### src/rtl/dac_frame_scheduler.sv
// Four-channel round-robin sample scheduler feeding the DAC serializer.
// One frame in flight at a time, sequenced through a start/busy handshake.
module dac_frame_scheduler #(
  parameter int         DATA_W = 12,
  parameter logic [1:0] CMD    = 2'b01
) (
  input  logic                  clk,
  input  logic                  reset,
  input  logic                  enable,
  input  logic [4*DATA_W-1:0]   ch_data,
  input  logic [3:0]            ch_valid,
  output logic [3:0]            ch_ready,
  output logic [15:0]           dac_word,
  output logic                  dac_start,
  input  logic                  dac_busy,
  output logic [15:0]           frame_count,
  output logic                  active
);

  typedef enum logic [1:0] {
    IDLE,
    ISSUE,
    WAIT_BUSY,
    WAIT_DONE
  } state_e;

  state_e            state_q;
  logic [3:0]        buf_full_q;
  logic [3:0]        buf_full_d;
  logic [DATA_W-1:0] buf_data_q [4];
  logic [1:0]        rr_q;
  logic [1:0]        sel_q;
  logic [15:0]       word_q;
  logic              start_q;
  logic [15:0]       count_q;
  logic              active_q;

  logic [1:0]        win;
  logic [1:0]        idx;
  logic              grant;
  logic              done;

  assign ch_ready    = ~buf_full_q;
  assign dac_word    = word_q;
  assign dac_start   = start_q;
  assign frame_count = count_q;
  assign active      = active_q;

  // Walk the search order backwards so the earliest full slot wins.
  always_comb begin
    win = rr_q;
    idx = rr_q;
    for (int k = 3; k >= 0; k--) begin
      idx = rr_q + 2'(k);
      if (buf_full_q[idx]) win = idx;
    end
  end

  assign grant = (state_q == IDLE) && enable
              && (|buf_full_q);
  assign done  = (state_q == WAIT_DONE) && !dac_busy;

  always_comb begin
    buf_full_d = buf_full_q | ch_valid;
    if (done) buf_full_d[sel_q] = 1'b0;
  end

  always_ff @(posedge clk or posedge reset) begin
    if (reset) begin
      buf_full_q <= '0;
      for (int i = 0; i < 4; i++)
        buf_data_q[i] <= '0;
    end else begin
      buf_full_q <= buf_full_d;
      for (int i = 0; i < 4; i++)
        if (ch_valid[i] && !buf_full_q[i])
          buf_data_q[i] <= ch_data[DATA_W*i +: DATA_W];
    end
  end

  always_ff @(posedge clk or posedge reset) begin
    if (reset) begin
      state_q  <= IDLE;
      rr_q     <= '0;
      sel_q    <= '0;
      word_q   <= '0;
      start_q  <= 1'b0;
      count_q  <= '0;
      active_q <= 1'b0;
    end else begin
      unique case (state_q)
        IDLE: begin
          if (grant) begin
            sel_q    <= win;
            rr_q     <= win + 2'd1;
            word_q   <= {CMD, win, buf_data_q[win]};
            start_q  <= 1'b1;
            active_q <= 1'b1;
            state_q  <= ISSUE;
          end
        end
        ISSUE: begin
          start_q <= 1'b0;
          state_q <= WAIT_BUSY;
        end
        WAIT_BUSY: begin
          if (dac_busy) state_q <= WAIT_DONE;
        end
        WAIT_DONE: begin
          if (done) begin
            count_q  <= count_q + 16'd1;
            active_q <= 1'b0;
            state_q  <= IDLE;
          end
        end
        default: state_q <= IDLE;
      endcase
    end
  end

endmodule

### config.mk
export PLATFORM = sky130hd
export DESIGN_NAME = dac_frame_scheduler
export DESIGN_NICKNAME = d
export VERILOG_FILES = /design/src/rtl/dac_frame_scheduler.sv
export SDC_FILE = /design/constraint.sdc
export NUM_CORES = 1
export LEC_CHECK = 0
export BUFFER_PORTS_ARGS = -buffer_cell sky130_fd_sc_hd__clkbuf_2
export CAP_MARGIN = 20
export CORE_MARGIN = 2
export CORE_UTILIZATION = 45
export DETAILED_ROUTE_END_ITERATION = 10
export PLACE_DENSITY = 0.83
export SLEW_MARGIN = 0
export SYNTH_ARGS = -nofsm -noshare
export SYNTH_HDL_FRONTEND = slang
export SYNTH_SLANG_ARGS = --single-unit
### constraint.sdc
create_clock -name clk -period 2.92 [get_ports clk]
set_clock_uncertainty 0.1 [all_clocks]
set_input_delay 0.584 -clock clk [delete_from_list [all_inputs] [get_ports clk]]
set_output_delay 0.584 -clock clk [all_outputs]
set_load 0.01 [all_outputs]
# [Word level (Yosys, flattened, before mapping)]
# Index checks and enable logic that the tools add are counted.
[totals] register_bits=91 in_bits=56 out_inout_bits=38 wordCells=83
[classes] add_sub_neg=5 magnitude_cmp=7 n_eq_ne=6 mux=26 n_bitwise=5 n_reduce_logical=22
[ops] operator="12-bit binary-select mux with 2-bit select" count=1
[ops] operator="12-bit two-way mux" count=2
[ops] operator="16-bit by 1-bit adder with 16-bit output (second input constant)" count=1
[ops] operator="2-bit by 3-bit < comparator with 1-bit output (second input constant)" count=5
[ops] operator="2-bit two-way mux" count=7
[ops] operator="1-bit binary-select mux with 2-bit select" count=4
[ops] operator="1-bit logical AND" count=8
[ops] operator="4-bit inverter" count=2
[ops] operator="2-bit one-hot mux with 4 select lines" count=1
[ops] operator="1-bit two-way mux" count=7
[ops] operator="2-bit != test (second input constant)" count=3
[ops] operator="2-bit AND reduction" count=3
[ops] operator="3-bit AND reduction" count=2
[ops] operator="1-bit zero test" count=5
[ops] operator="2-bit by 1-bit adder with 2-bit output (second input constant)" count=2
[ops] operator="2-bit adder (second input constant)" count=2
[ops] operator="4-bit bitwise AND" count=1
[ops] operator="2-bit equality test (second input constant)" count=2
[ops] operator="4-bit two-way mux" count=1
[ops] operator="4-bit bitwise OR" count=1
[ops] operator="1-bit one-hot mux with 2 select lines" count=2
[ops] operator="2-bit nonzero test" count=2
[ops] operator="4-bit OR reduction" count=1
[ops] operator="3-bit >= comparator (second input constant)" count=1
[ops] operator="other kinds (5)" count=5

# [Longest topological paths before layout]
[logic_depth] word_depth=11 ltp_mapped=8 ltp_nobuf=6

# [Worst setup path after synthesis]
# Ideal clock, no wire load.
[synth_path] path_type="register -> register" start="register buf_full_q[3]" end="register word_q[1], in the netlist dac_word[1]" setup_ns=0.087 arrival_time_ns=1.707 t_required_ns=2.733 path_slack_ns=1.026 path_stages_with_launch=8 path_buffers=3 synth_period_minus_slack_ns=1.894 path_cell_list="dfrtp_1 -> buf_6 -> or4_4 -> and3_4 -> buf_6 -> and2_4 -> buf_6 -> a211oi_2"
[synth_between] elab_chain_len=10
[synth_lines] element="from (decl)" line_no="28" text="logic [3:0] buf_full_q;"
[synth_lines] element="from (signal assigned)" line_no="74" text="buf_full_q <= buf_full_d;"
[synth_lines] element="1-bit binary-select mux with 2-bit select" line_no="55" text="if (buf_full_q[idx]) win = idx;"
[synth_lines] element="1-bit two-way mux (not written as such)" line_no="55"
[synth_lines] element="2-bit two-way mux (4 in a row)" line_no="55"
[synth_lines] element="2-bit inverter with 3-bit output (not written as such)" line_no="96" text="word_q <= {CMD, win, buf_data_q[win]};"
[synth_lines] element="12-bit binary-select mux with 2-bit select" line_no="96"
[synth_lines] element="12-bit two-way mux (not written as such) (2 in a row)" line_no="96"
[synth_lines] element="to (signal assigned)" line_no="96"
[synth_lines] element="to (decl)" line_no="33" text="logic [15:0] word_q;"
# Several ways; a longest one is shown, not always the timed one. The select of a mux whose other input is x is not followed.
# A chain may end at the register's enable or synchronous reset.

# [Worst setup path after layout]
[layout_path] start="register state_q[0]" end="register word_q[0], in the netlist dac_word[0]"
[layout_between] elab_chain_len=4
[layout_lines] element="from (decl)" line_no="27" text="state_e state_q;"
[layout_lines] element="from (signal assigned)" line_no="83" text="state_q <= IDLE;"
[layout_lines] element="from (signal assigned)" line_no="99" text="state_q <= ISSUE;"
[layout_lines] element="from (signal assigned)" line_no="104" text="state_q <= WAIT_BUSY;"
[layout_lines] element="2-bit zero test (*)" line_no="59, 91"
[layout_lines] element="1-bit logical AND" line_no="59" text="assign grant = (state_q == IDLE) && enable"
[layout_lines] element="1-bit logical AND" line_no="60" text="&& (|buf_full_q);"
[layout_lines] element="2-bit AND reduction (no source line) (*)"
# Every way passes the cells marked *; elsewhere a longest branch is shown, timed or not.

==> impl_metrics.ini <==
[run_status]
status = complete, no violations

[worst_setup_path]
cp.required_ns = 3.04
critPathKind = register to register
crit_fanout = 20
cp-end-kind = register
crit_arrival_ns = 2.32
startpoint_type = register

[clocking]
cts_root_buffer = clkbuf_8
post_cts_buffers = 0
clk_pin_slew_ns = 0.09
numCtsBuffers = 9
htree_levels = 3
post_cts_resized = 0
cts.sinks = 89
insertion_delay_ns = 0.36
hold_buffers = 0
cts_tree = done
clk_path_buf_depth = 2

[yosys]
synthesis.area_um2 = 4060
yosys-top-cells-area = dfrtp_1 (55%), mux2_2 (11%), mux2i_1 (3.0%)
avgSynthCellArea_um2 = 11.7
ys_seq_area_share_pct = 54.9
netlist_instances = 347
synth_top_area_share_pct = 54.9
postSynthRegisterBits = 89
yosys.area.top_type = dfrtp_1
synth-edff-count = 0
syn_nets = 409
synthFlopType = dfrtp_1
yosysWarningCount = 0
synthArstFlopShare_pct = 100
synth_cell_types = 40

[routing]
vias = 2931
dr.pass1.iters = 4
final_antenna_net_count = 0
drt-total-wl_um = 9020
drc = 0
via_per_inst = 5.29
drt-initial-drc-count = 105
wl_per_cell_um = 16.3

[timing]
drv_slew = 0
min_period_ns = 2.20
hold_violations = 0
tightest_slew_ns = 0.566
timing.fmax_mhz = 455
relSlewSlack_pct = 62.1
tns_ns = 0
rsz0062_at_grt = no
period_share_pct = 75.2
setup_viol = 0

[global_route]
grt_pass1_vias = 2936
antenna_found_initial = 0
grtUsageTotal_pct = 19.4
grt_max_degree = 69
grt_pass1_wl_um = 14800
gr-total-overflow = 0

[job]
drv_cap = 0

[pwr]
vdd_drop_max_v = 0.000473
powerDensity_nw_per_um2 = 974
p_leak_nw = 2.28

[die]
core.rowCount = 34
die_x_um = 98.9
ioPinCount = 94
die-area_um2 = 9790
chipHeight_um = 98.9
start_util_pct = 46.5
core_um2 = 8720

[place]
hpwl_um = 6740
gp_congestion = 0.820
port_buffers = 92

[finish]
nets = 504
diodes = 0
area_growth_pct = 18.4
final_util_pct = 55.1
drive_above_1_share_pct = 37.7

[min_path]
hold_class = primary input to asynchronous set/reset pin
## registers in the layout, indices dropped and copies added (netlist names)
register,count
rr_q,2
sel_q,1
dac_start,1
buf_full_q,4
dac_word,14
state_q,2
active,1
frame_count,16
buf_data_q,48
## layout make-up
type	instances	area [um^2]
clock buffers	9	124
repair buffers	101	541
clock inverters	6	45.0
flip-flops and latches	89	2230
well taps	108	135
fillers	745	3920
multi-input cells	220	1650
inverters	21	82.6
## cells in the mapped netlist (2+ instances only)
library cell and instances:
xor2_1 4, a21oi_1 4, mux2_2 38, inv_1 21, a31oi_1 13, xnor2_1 12, mux2i_1 12, buf_4 4
a211oi_1 15, and3_1 3, nand2b_1 3, o32a_1 2, dfrtp_1 89, buf_6 3, a21o_1 2, nand4_1 4
ha_1 6, nor2b_1 8, a211oi_2 9, o21ai_1 3, nand2_1 24, nor2_1 25, nand3_1 4, clkbuf_1 9
o21ai_0 15
## cells in the final DEF (no fill, tap or decap), types with 6 or more instances in the layout
cell,n
clkbuf_2,92
dfrtp_1,89
mux2_2,38
nor2_1,25
nand2_1,24
inv_1,20
o21ai_0,15
a211oi_1,15
a31oi_1,13
xnor2_1,12
mux2i_1,12
a211oi_2,9
clkbuf_8,9
nor2b_1,8
buf_4,8
ha_1,6
## metrics by stage
stage	total power, mW	setup slack [ns]	hold slack, ns	cell area [um^2]	instances
after floorplan	3.39	1.03	0.380	4060	347
after CTS	4.71	0.732	0.142	4800	554
after detailed placement	3.96	0.706	0.377	4630	539
after global placement	3.84	0.815	0.355	4630	539
after global routing	5.02	0.590	0.167	4800	554
final	4.68	0.724	0.135	4800	554
## per-layer routing
metal / vias to the layer above / track usage (%) / part of all wire, %
met5: - / 0 / 0
met4: 0 / 4.74 / 1.2
met3: 11 / 6.67 / 8.0
met2: 114 / 30.2 / 48
met1: 1404 / 26.2 / 43
li1: 1402 / - / -
## critical path, stage by stage, from the launching register on
cell and delay (ns):
dfrtp_1 0.43, inv_1 0.12, ha_1 0.23, and3_4 0.37, o211ai_2 0.30, a211oi_1 0.40
a211oi_1 0.10
## worst paths after layout
kind / to / cells after the start / slack (ns) / start
min in group clk: buf_data_q[14] / 3 / 0.34 / ch_data[26]
setup / recovery: dac_word[0] / 6 / 0.72 / state_q[0]
hold / removal: frame_count[13] / 2 / 0.14 / reset
max in group asynchronous: buf_data_q[24] / 3 / 1.90 / reset
setup reg to reg: dac_word[0] / 6 / 0.72 / state_q[0]
hold reg to reg: dac_word[14] / 1 / 0.39 / dac_word[14]
## logic make-up (layout without fill, tap and decap cells)
| group | count (synthesis) | after routing | share of synthesized area [%] |
|---|---|---|---|
| AO/OA/AOI/OAI | 69 | 69 | 12.4 |
| XOR/XNOR | 16 | 16 | 3.45 |
| adder cells (fa/ha/maj) | 6 | 6 | 1.85 |
| buffers and inverters | 38 | 137 | 4.47 |
| flip-flops | 89 | 89 | 54.9 |
| multiplexers | 50 | 50 | 13.5 |
| other | 1 | 1 | 0.0924 |
| AND/OR/NAND/NOR | 78 | 78 | 9.28 |
## power breakdown
group          total, mW  switching (mW)  leakage [nW]  internal (mW)
Clock              0.749           0.442        0.0777          0.307
Sequential          2.12           0.367          1.07           1.75
Combinational       1.81           0.957          1.13          0.857
Total               4.68            1.77          2.28           2.91
(Power assumes the default switching activity.)
